$ cat config.mk
export PLATFORM = sky130hd
export DESIGN_NAME = uart_rx
export DESIGN_NICKNAME = d
export VERILOG_FILES = /design/src/rtl/uart_rx.sv
export SDC_FILE = /design/constraint.sdc
export NUM_CORES = 1
export LEC_CHECK = 0
export ABC_AREA = 1
export BUFFER_PORTS_ARGS = -buffer_cell sky130_fd_sc_hd__clkbuf_2
export CAP_MARGIN = 25
export CORE_MARGIN = 3
export CORE_UTILIZATION = 30
export CTS_CLUSTER_SIZE = 20
export DETAILED_ROUTE_END_ITERATION = 10
export HOLD_SLACK_MARGIN = 0.02
export PLACE_DENSITY = 0.47
export SKIP_CTS_REPAIR_TIMING = 1
export SYNTH_ARGS = -nofsm -noshare
export SYNTH_HDL_FRONTEND = slang
export SYNTH_SLANG_ARGS = --single-unit
$ cat constraint.sdc
create_clock -name clk -period 1.79 [get_ports clk]
set_clock_uncertainty 0.15 [all_clocks]
set_input_delay 0.179 -clock clk [delete_from_list [all_inputs] [get_ports clk]]
set_output_delay 0.179 -clock clk [all_outputs]
set_load 0.01 [all_outputs]
$ cat src/rtl/uart_rx.sv
// rtl/uart_rx.sv - 8N1 UART receiver with mid-bit sampling and a one-cycle valid strobe
//
// Purpose:
//   Converts an asynchronous 8N1 serial line (1 start bit, 8 data bits LSB
//   first, 1 stop bit, no parity) into a parallel byte. Every bit is sampled
//   near its centre, so moderate edge skew or a stretched start bit is
//   tolerated.
//
// Ports:
//   clk            in   1  system clock, rising edge
//   reset          in   1  synchronous active-high reset (may be tied low)
//   rx_serial      in   1  asynchronous serial line, idle high
//   rx_data_valid  out  1  one-cycle pulse per frame with a good stop bit
//   rx_data        out  8  last correctly received byte, held until the next
//
// Parameters:
//   CLOCKS_PER_BIT  system clocks per serial bit (>= 4), default 868

module uart_rx #(
  parameter int CLOCKS_PER_BIT = 868
) (
  input  logic       clk,
  input  logic       reset,
  input  logic       rx_serial,
  output logic       rx_data_valid,
  output logic [7:0] rx_data
);

  localparam int CNT_W = (CLOCKS_PER_BIT > 1) ? $clog2(CLOCKS_PER_BIT) : 1;

  // Centre of the start bit measured from the detected falling edge; all
  // later samples are whole bit periods after this point.
  localparam logic [CNT_W-1:0] HALF = CNT_W'((CLOCKS_PER_BIT - 1) / 2);
  localparam logic [CNT_W-1:0] LAST = CNT_W'(CLOCKS_PER_BIT - 1);

  typedef enum logic [2:0] {
    S_IDLE,
    S_START,
    S_DATA,
    S_STOP,
    S_CLEANUP
  } state_t;

  // Declaration initialisers give the power-up state so the block works with
  // reset tied low.
  logic             r_rx_meta  = 1'b1;
  logic             r_rx_s     = 1'b1;
  state_t           r_state    = S_IDLE;
  logic [CNT_W-1:0] r_clk_cnt  = '0;
  logic [2:0]       r_bit_idx  = 3'd0;
  logic [7:0]       r_shift    = 8'h00;
  logic [7:0]       r_rx_data  = 8'h00;
  logic             r_rx_valid = 1'b0;

  logic w_cnt_half;
  logic w_cnt_last;

  assign w_cnt_half = (r_clk_cnt == HALF);
  assign w_cnt_last = (r_clk_cnt == LAST);

  assign rx_data_valid = r_rx_valid;
  assign rx_data       = r_rx_data;

  // Two-flop synchroniser. Resetting to 1 (idle) keeps a reset from looking
  // like a start bit.
  always_ff @(posedge clk) begin
    if (reset) begin
      r_rx_meta <= 1'b1;
      r_rx_s    <= 1'b1;
    end else begin
      r_rx_meta <= rx_serial;
      r_rx_s    <= r_rx_meta;
    end
  end

  always_ff @(posedge clk) begin
    if (reset) begin
      r_state    <= S_IDLE;
      r_clk_cnt  <= '0;
      r_bit_idx  <= 3'd0;
      r_shift    <= 8'h00;
      r_rx_data  <= 8'h00;
      r_rx_valid <= 1'b0;
    end else begin
      // Strobe defaults low so it can only ever be high for one cycle.
      r_rx_valid <= 1'b0;

      case (r_state)
        S_IDLE: begin
          r_clk_cnt <= '0;
          r_bit_idx <= 3'd0;
          if (!r_rx_s) begin
            r_state <= S_START;
          end
        end

        S_START: begin
          if (w_cnt_half) begin
            r_clk_cnt <= '0;
            // A line that is high again at mid-start was only a glitch.
            if (!r_rx_s) begin
              r_state <= S_DATA;
            end else begin
              r_state <= S_IDLE;
            end
          end else begin
            r_clk_cnt <= r_clk_cnt + 1'b1;
          end
        end

        S_DATA: begin
          if (w_cnt_last) begin
            r_clk_cnt          <= '0;
            r_shift[r_bit_idx] <= r_rx_s;
            if (r_bit_idx == 3'd7) begin
              r_bit_idx <= 3'd0;
              r_state   <= S_STOP;
            end else begin
              r_bit_idx <= r_bit_idx + 3'd1;
            end
          end else begin
            r_clk_cnt <= r_clk_cnt + 1'b1;
          end
        end

        S_STOP: begin
          if (w_cnt_last) begin
            r_clk_cnt <= '0;
            // A low stop bit is a framing error: drop the byte silently.
            if (r_rx_s) begin
              r_rx_data  <= r_shift;
              r_rx_valid <= 1'b1;
            end
            r_state <= S_CLEANUP;
          end else begin
            r_clk_cnt <= r_clk_cnt + 1'b1;
          end
        end

        S_CLEANUP: begin
          r_clk_cnt <= '0;
          r_state   <= S_IDLE;
        end

        default: begin
          r_clk_cnt <= '0;
          r_bit_idx <= 3'd0;
          r_state   <= S_IDLE;
        end
      endcase
    end
  end

endmodule

==> results of run 1 <==
==> path summary, 6_finish.rpt <==
path                     start           end  slack (ns)  cells after the start
setup reg to reg  r_clk_cnt[1]  r_bit_idx[2]        0.17                      8
hold reg to reg      r_rx_meta        r_rx_s        0.26                      1
setup / recovery  r_clk_cnt[1]  r_bit_idx[2]        0.17                      8
hold / removal           reset  r_bit_idx[1]        0.04                      2
==> routing by layer <==
metal  GRT usage, %  part of all wire [%]  up-vias
met1          16.00                    54      616
met4          5.743                   1.9        0
li1               -                     -      780
met5              0                     0        -
met3          3.027                   3.0        8
met2          17.47                    41       19
==> report_power, final <==
group          total [uW]  internal [uW]  leakage (uW)  switching (uW)
registers             836            808      0.000283            28.2
logic                 303            102      0.000524             201
clock network         624            351     0.0000515             273
==> cells in the final DEF, fill, tap and decap left out <==
master         Yosys  final
xor2_1             5      5
nor3b_2            1      1
nand3b_1           1      1
dfxtp_2            0      1
nor2_1            62     62
ha_4               0      1
xnor2_1            1      1
clkbuf_2           0     11
dfxtp_1           35     34
nor3_1             3      3
o21ai_0            9      9
nand2_1           43     43
nand4_1           11     11
ha_1               4      3
inv_2              2      2
clkbuf_1           1      1
clkbuf_8           0      7
nand2_2            2      2
dlygate4sd3_1      0      1
nand3_1           11     11
inv_1             27     27
nor3_4             1      1
nand3_2            3      2
buf_4              0      6
or2_2              2      2
a21oi_1            4      4
nor2_4             1      1
nor2_2             3      4
nand3_4            0      1
==> metrics by stage <==
step / hold WS (ns) / cells / instance area [um^2] / power [uW]
after floorplan: 0.1328 / 235 / 1657 / 1070
after global placement: 0.2116 / 316 / 1804 / 1155
after detailed placement: 0.2173 / 316 / 1804 / 1150
after CTS: -0.08220 / 324 / 1904 / 1783
after global routing: 0.08504 / 328 / 1957 / 1868
final: 0.04162 / 328 / 1957 / 1763
==> layout make-up <==
| cell class | instances | area [um^2] | area share (%) |
|---|---|---|---|
| Clock buffer | 8 | 100.1 | 5.115 |
| Inverter | 29 | 108.9 | 5.563 |
| Multi-Input combinational cell | 168 | 848.3 | 43.35 |
| Sequential cell | 35 | 701.9 | 35.87 |
| Tap cell | 70 | 87.58 | 4.476 |
| Timing Repair Buffer | 18 | 110.1 | 5.627 |
==> registers in the layout (all words and copies together), names as in the netlist <==
name and flops:
r_bit_idx 3, r_clk_cnt 10, r_rx_meta 1, r_rx_s 1
r_shift 8, r_state 3, rx_data 8, rx_data_valid 1
==> critical path, stage by stage (launching register included) <==
cell     delay (ns)
dfxtp_1        0.39
ha_4           0.17
inv_1          0.04
nor2_1         0.10
nand3_2        0.12
nor2_2         0.22
buf_4          0.14
nand4_1        0.07
a21oi_1        0.15
==> kinds of logic (layout without fill, tap and decap cells) <==
group	count (synthesis)	count (layout)
AND/OR/NAND/NOR	144	145
flip-flops	35	35
buffers and inverters	33	55
AO/OA/AOI/OAI	13	13
XOR/XNOR	6	6
adder cells (fa/ha/maj)	4	4
==> flow_metrics.py, run 1 <==
metrics = {
    "synth": {
        "synth_simple_gate_area_share_pct": 39.50,
        "synth_edf_count": 0,
        "yosysSeqAreaShare_pct": 42.30,
        "synth_cell_types": 24,
        "synth_compound_area_share_pct": 3.927,
        "synth_top_family_by_area": "simple AND/OR/NAND/NOR gates",
        "synthAdderAreaFrac_pct": 3.021,
        "syn_area_per_cell_um2": 7.049,
        "synth_top_area_share_pct": 42.30,
        "syn_nets": 242,
        "synth.cell_area_um2": 1657,
        "ys_seq_elements": 35,
        "synth_flop_cell": "dfxtp_1",
        "synthTopCellsByArea": "dfxtp_1 42%, nor2_1 14%, nand2_1 9.7%, inv_1 6.1%, nand4_1 4.2%",
        "yosysTopAreaCell": "dfxtp_1",
        "synth-xor-area-share_pct": 3.172,
        "netlist_top_cells_count": "62 x nor2_1, 43 x nand2_1, 35 x dfxtp_1",
        "synthMuxAreaShare_pct": 0,
        "async_reset_ff_share_pct": 0,
        "yosys_warnings": 0,
        "yosysMostFrequentCell": "nor2_1",
        "synth_cells": 235,
    },
    "final_layout": {
        "fill_cells": 559,
        "areaGrowthSynthToFinish_pct": 18.13,
        "layout.nets": 264,
        "drive_above_1_share_pct": 16.28,
        "final_core_util_pct": 37.36,
        "diodes": 0,
    },
    "floorplan": {
        "die_w_um": 80.31,
        "initial_core_util_pct": 31.63,
        "dieArea_um2": 6450,
        "fp.dieH_um": 80.31,
        "fp-row-count": 26,
        "io-pin-count": 12,
        "coreArea_um2": 5238,
    },
    "timing": {
        "drv_slew": 0,
        "rsz0062_at_grt": "no",
        "slew_headroom_pct": 65.17,
        "finalHoldViolCount": 0,
        "setup_ws_ns": 0.1729,
        "fmax_mhz": 618.4,
        "post-route-period-util_pct": 90.34,
        "setup_viol": 0,
        "tightest_slew_ns": 0.5218,
        "period_minus_slack_ns": 1.617,
        "setup_tns_ns": 0,
    },
    "drt": {
        "ant_nets": 0,
        "drtIter0Drc": 95,
        "wire_per_inst_um": 10.61,
        "routed_wl_um": 3479,
        "firstDrtPassIters": 4,
        "drc": 0,
        "via_count": 1423,
        "viasPerCell": 4.338,
    },
    "critical_path": {
        "worstPathArrival_ns": 1.68,
        "crit_type": "flip-flop to flip-flop",
        "path_max_fanout": 5,
        "cp-end-kind": "flip-flop",
        "start_kind": "flip-flop",
        "cp.required_ns": 1.86,
    },
    "grt": {
        "grt_pass1_wl_um": 5954,
        "overflow": 0,
        "grtUsageTotal_pct": 11.87,
        "grt_pass1_vias": 1326,
        "grt_start_max_net_pins": 19,
        "antenna_found_initial": 0,
    },
    "clocking": {
        "cts_max_path_buffers": 2,
        "cts_buffers": 5,
        "clk_pin_slew_ns": 0.07,
        "cts_tree": "built",
        "root_buffer": "clkbuf_8",
        "cts.sinks": 35,
        "htree_num_levels": 2,
        "insertion_delay_ns": 0.28,
    },
    "power": {
        "powerDensity_nw_per_um2": 900.9,
        "peakVddDrop_uv": 375.1,
        "p_leak_uw": 0.0008586,
    },
    "hold_path": {
        "hold_path.class": "primary input to flip-flop",
    },
    "placed_design": {
        "io_buffers": 11,
        "hpwl_um": 2432,
        "place.gp.congestion": 0.7960,
        "dp_slack_ns": 0.1058,
    },
    "run_status": {
        "status": "complete, no violations",
    },
    "job": {
        "max-cap-violations": 0,
    },
}
No activity file was read; power rests on OpenSTA's default activity.
==> inputs of run 2 (changes only) <==
- CTS_CLUSTER_DIAMETER: default -> 60
- SETUP_SLACK_MARGIN: default -> 0.5
==> run 2 against run 1 <==
Against the previous run: wire length is 11% higher; total power rose by 7.6%; global-route usage up 0.98 points; die area unchanged; worst setup slack improved by 0.061 ns; first-iteration DRC count fell by 5.3%; utilization grew 4.5 points; largest power group unchanged; highest routed layer unchanged.
==> flow_metrics.py, run 2 (synthesis results as in run 1) <==
metrics = {
    "run_status": {
        "status": "complete, no violations",
    },
    "final_layout": {
        "final_area_um2": 2193,
        "layout.nets": 275,
        "final_common_cell": "nor2_1",
        "drive_above_1_share_pct": 32.71,
        "largest-register": "r_clk_cnt",
        "areaGrowthSynthToFinish_pct": 32.40,
        "final_core_util_pct": 41.88,
        "final_cell_mix": "52 x nor2_1, 38 x nand2_1, 25 x dfxtp_1, 23 x inv_1, 13 x buf_4",
        "diodes": 0,
        "final_cell_count_no_fill": 339,
        "largest_register_ffs": 10,
    },
    "critical_path": {
        "crit_type": "flip-flop to flip-flop",
        "cp-end-kind": "flip-flop",
        "worstPathArrival_ns": 1.63,
        "reg2reg_setup_slack_ns": 0.23,
        "cp.required_ns": 1.87,
        "path_max_fanout": 5,
        "start_kind": "flip-flop",
    },
    "drt": {
        "ant_nets": 0,
        "via_count": 1497,
        "viasPerCell": 4.416,
        "drc": 0,
        "routed_wl_um": 3846,
        "firstDrtPassIters": 4,
        "drtIter0Drc": 90,
        "wire_per_inst_um": 11.35,
    },
    "placed_design": {
        "dp_cells": 315,
        "place.gp.congestion": 0.7605,
        "place_area_um2": 1857,
        "io_buffers": 11,
        "hpwl_um": 2553,
    },
    "timing": {
        "setup_tns_ns": 0,
        "finalHoldViolCount": 0,
        "setup_viol": 0,
        "tightest_slew_ns": 0.5677,
        "post-route-period-util_pct": 86.95,
        "period_minus_slack_ns": 1.556,
        "slew_headroom_pct": 62.11,
        "rsz0062_at_grt": "yes",
        "drv_slew": 0,
        "fmax_mhz": 642.5,
    },
    "grt": {
        "grt_start_max_net_pins": 19,
        "overflow": 0,
        "grt_pass1_wl_um": 6320,
        "grtUsageTotal_pct": 12.85,
        "grt_pass1_vias": 1373,
        "antenna_found_initial": 0,
    },
    "floorplan": {
        "dieArea_um2": 6450,
        "initial_core_util_pct": 31.63,
        "fp.dieH_um": 80.31,
        "fp-row-count": 26,
        "coreArea_um2": 5238,
        "io-pin-count": 12,
        "die_w_um": 80.31,
    },
    "power": {
        "peakVddDrop_uv": 425.0,
        "p_leak_uw": 0.0009260,
        "total_power_uw": 1897,
        "powerDensity_nw_per_um2": 864.8,
    },
    "clocking": {
        "root_buffer": "clkbuf_8",
        "cts.sinks": 35,
        "htree_num_levels": 2,
        "cts_max_path_buffers": 2,
        "cts_tree": "built",
        "insertion_delay_ns": 0.29,
        "clk_pin_slew_ns": 0.07,
        "cts_buffers": 5,
    },
    "hold_path": {
        "hold_path.class": "primary input to flip-flop",
    },
    "job": {
        "max-cap-violations": 0,
    },
}
==> run 2: power by group <==
group          switching, uW  internal, uW
registers               31.5           812
logic                    275           150
clock network            277           351
total                    584          1310
==> run 2: cell type report <==
cell class,count,area (um^2)
multi-input combinational,169,979.7
sequential,35,720.7
clock buffer,8,100.1
fill,545,3044
tap,70,87.58
inverter,29,108.9
timing repair buffer,28,196.4
==> run 2: final timing paths <==
| kind | cells after the start | endpoint | from |
|---|---|---|---|
| min reg2reg | 1 | r_rx_s | r_rx_meta |
| max | 8 | rx_data[0] | r_clk_cnt[0] |
| min | 2 | r_bit_idx[0] | reset |
| max reg2reg | 8 | rx_data[0] | r_clk_cnt[0] |
==> run 2: per-stage QoR <==
step | hold WS [ns] | setup WS, ns
floorplan | 0.1328 | 0.3699
global placement | 0.2144 | 0.1484
detailed placement | 0.2174 | 0.1576
CTS | -0.08584 | 0.1378
global route | 0.06680 | 0.1306
finish | 0.04705 | 0.2336
==> run 2: per-layer routing <==
layer	track usage, %	routed length, um
met1	17.55	2007
met2	17.96	1637
met3	4.484	149
met4	5.743	51
met5	0	0
==> run 2: critical path, stage by stage (launching register included) <==
cell and delay (ns):
dfxtp_4 0.36, ha_4 0.15, nand2_1 0.10, nor2_2 0.10, nand2_2 0.09, nor3_4 0.21
buf_6 0.15, o21ai_0 0.07, nor2_1 0.12
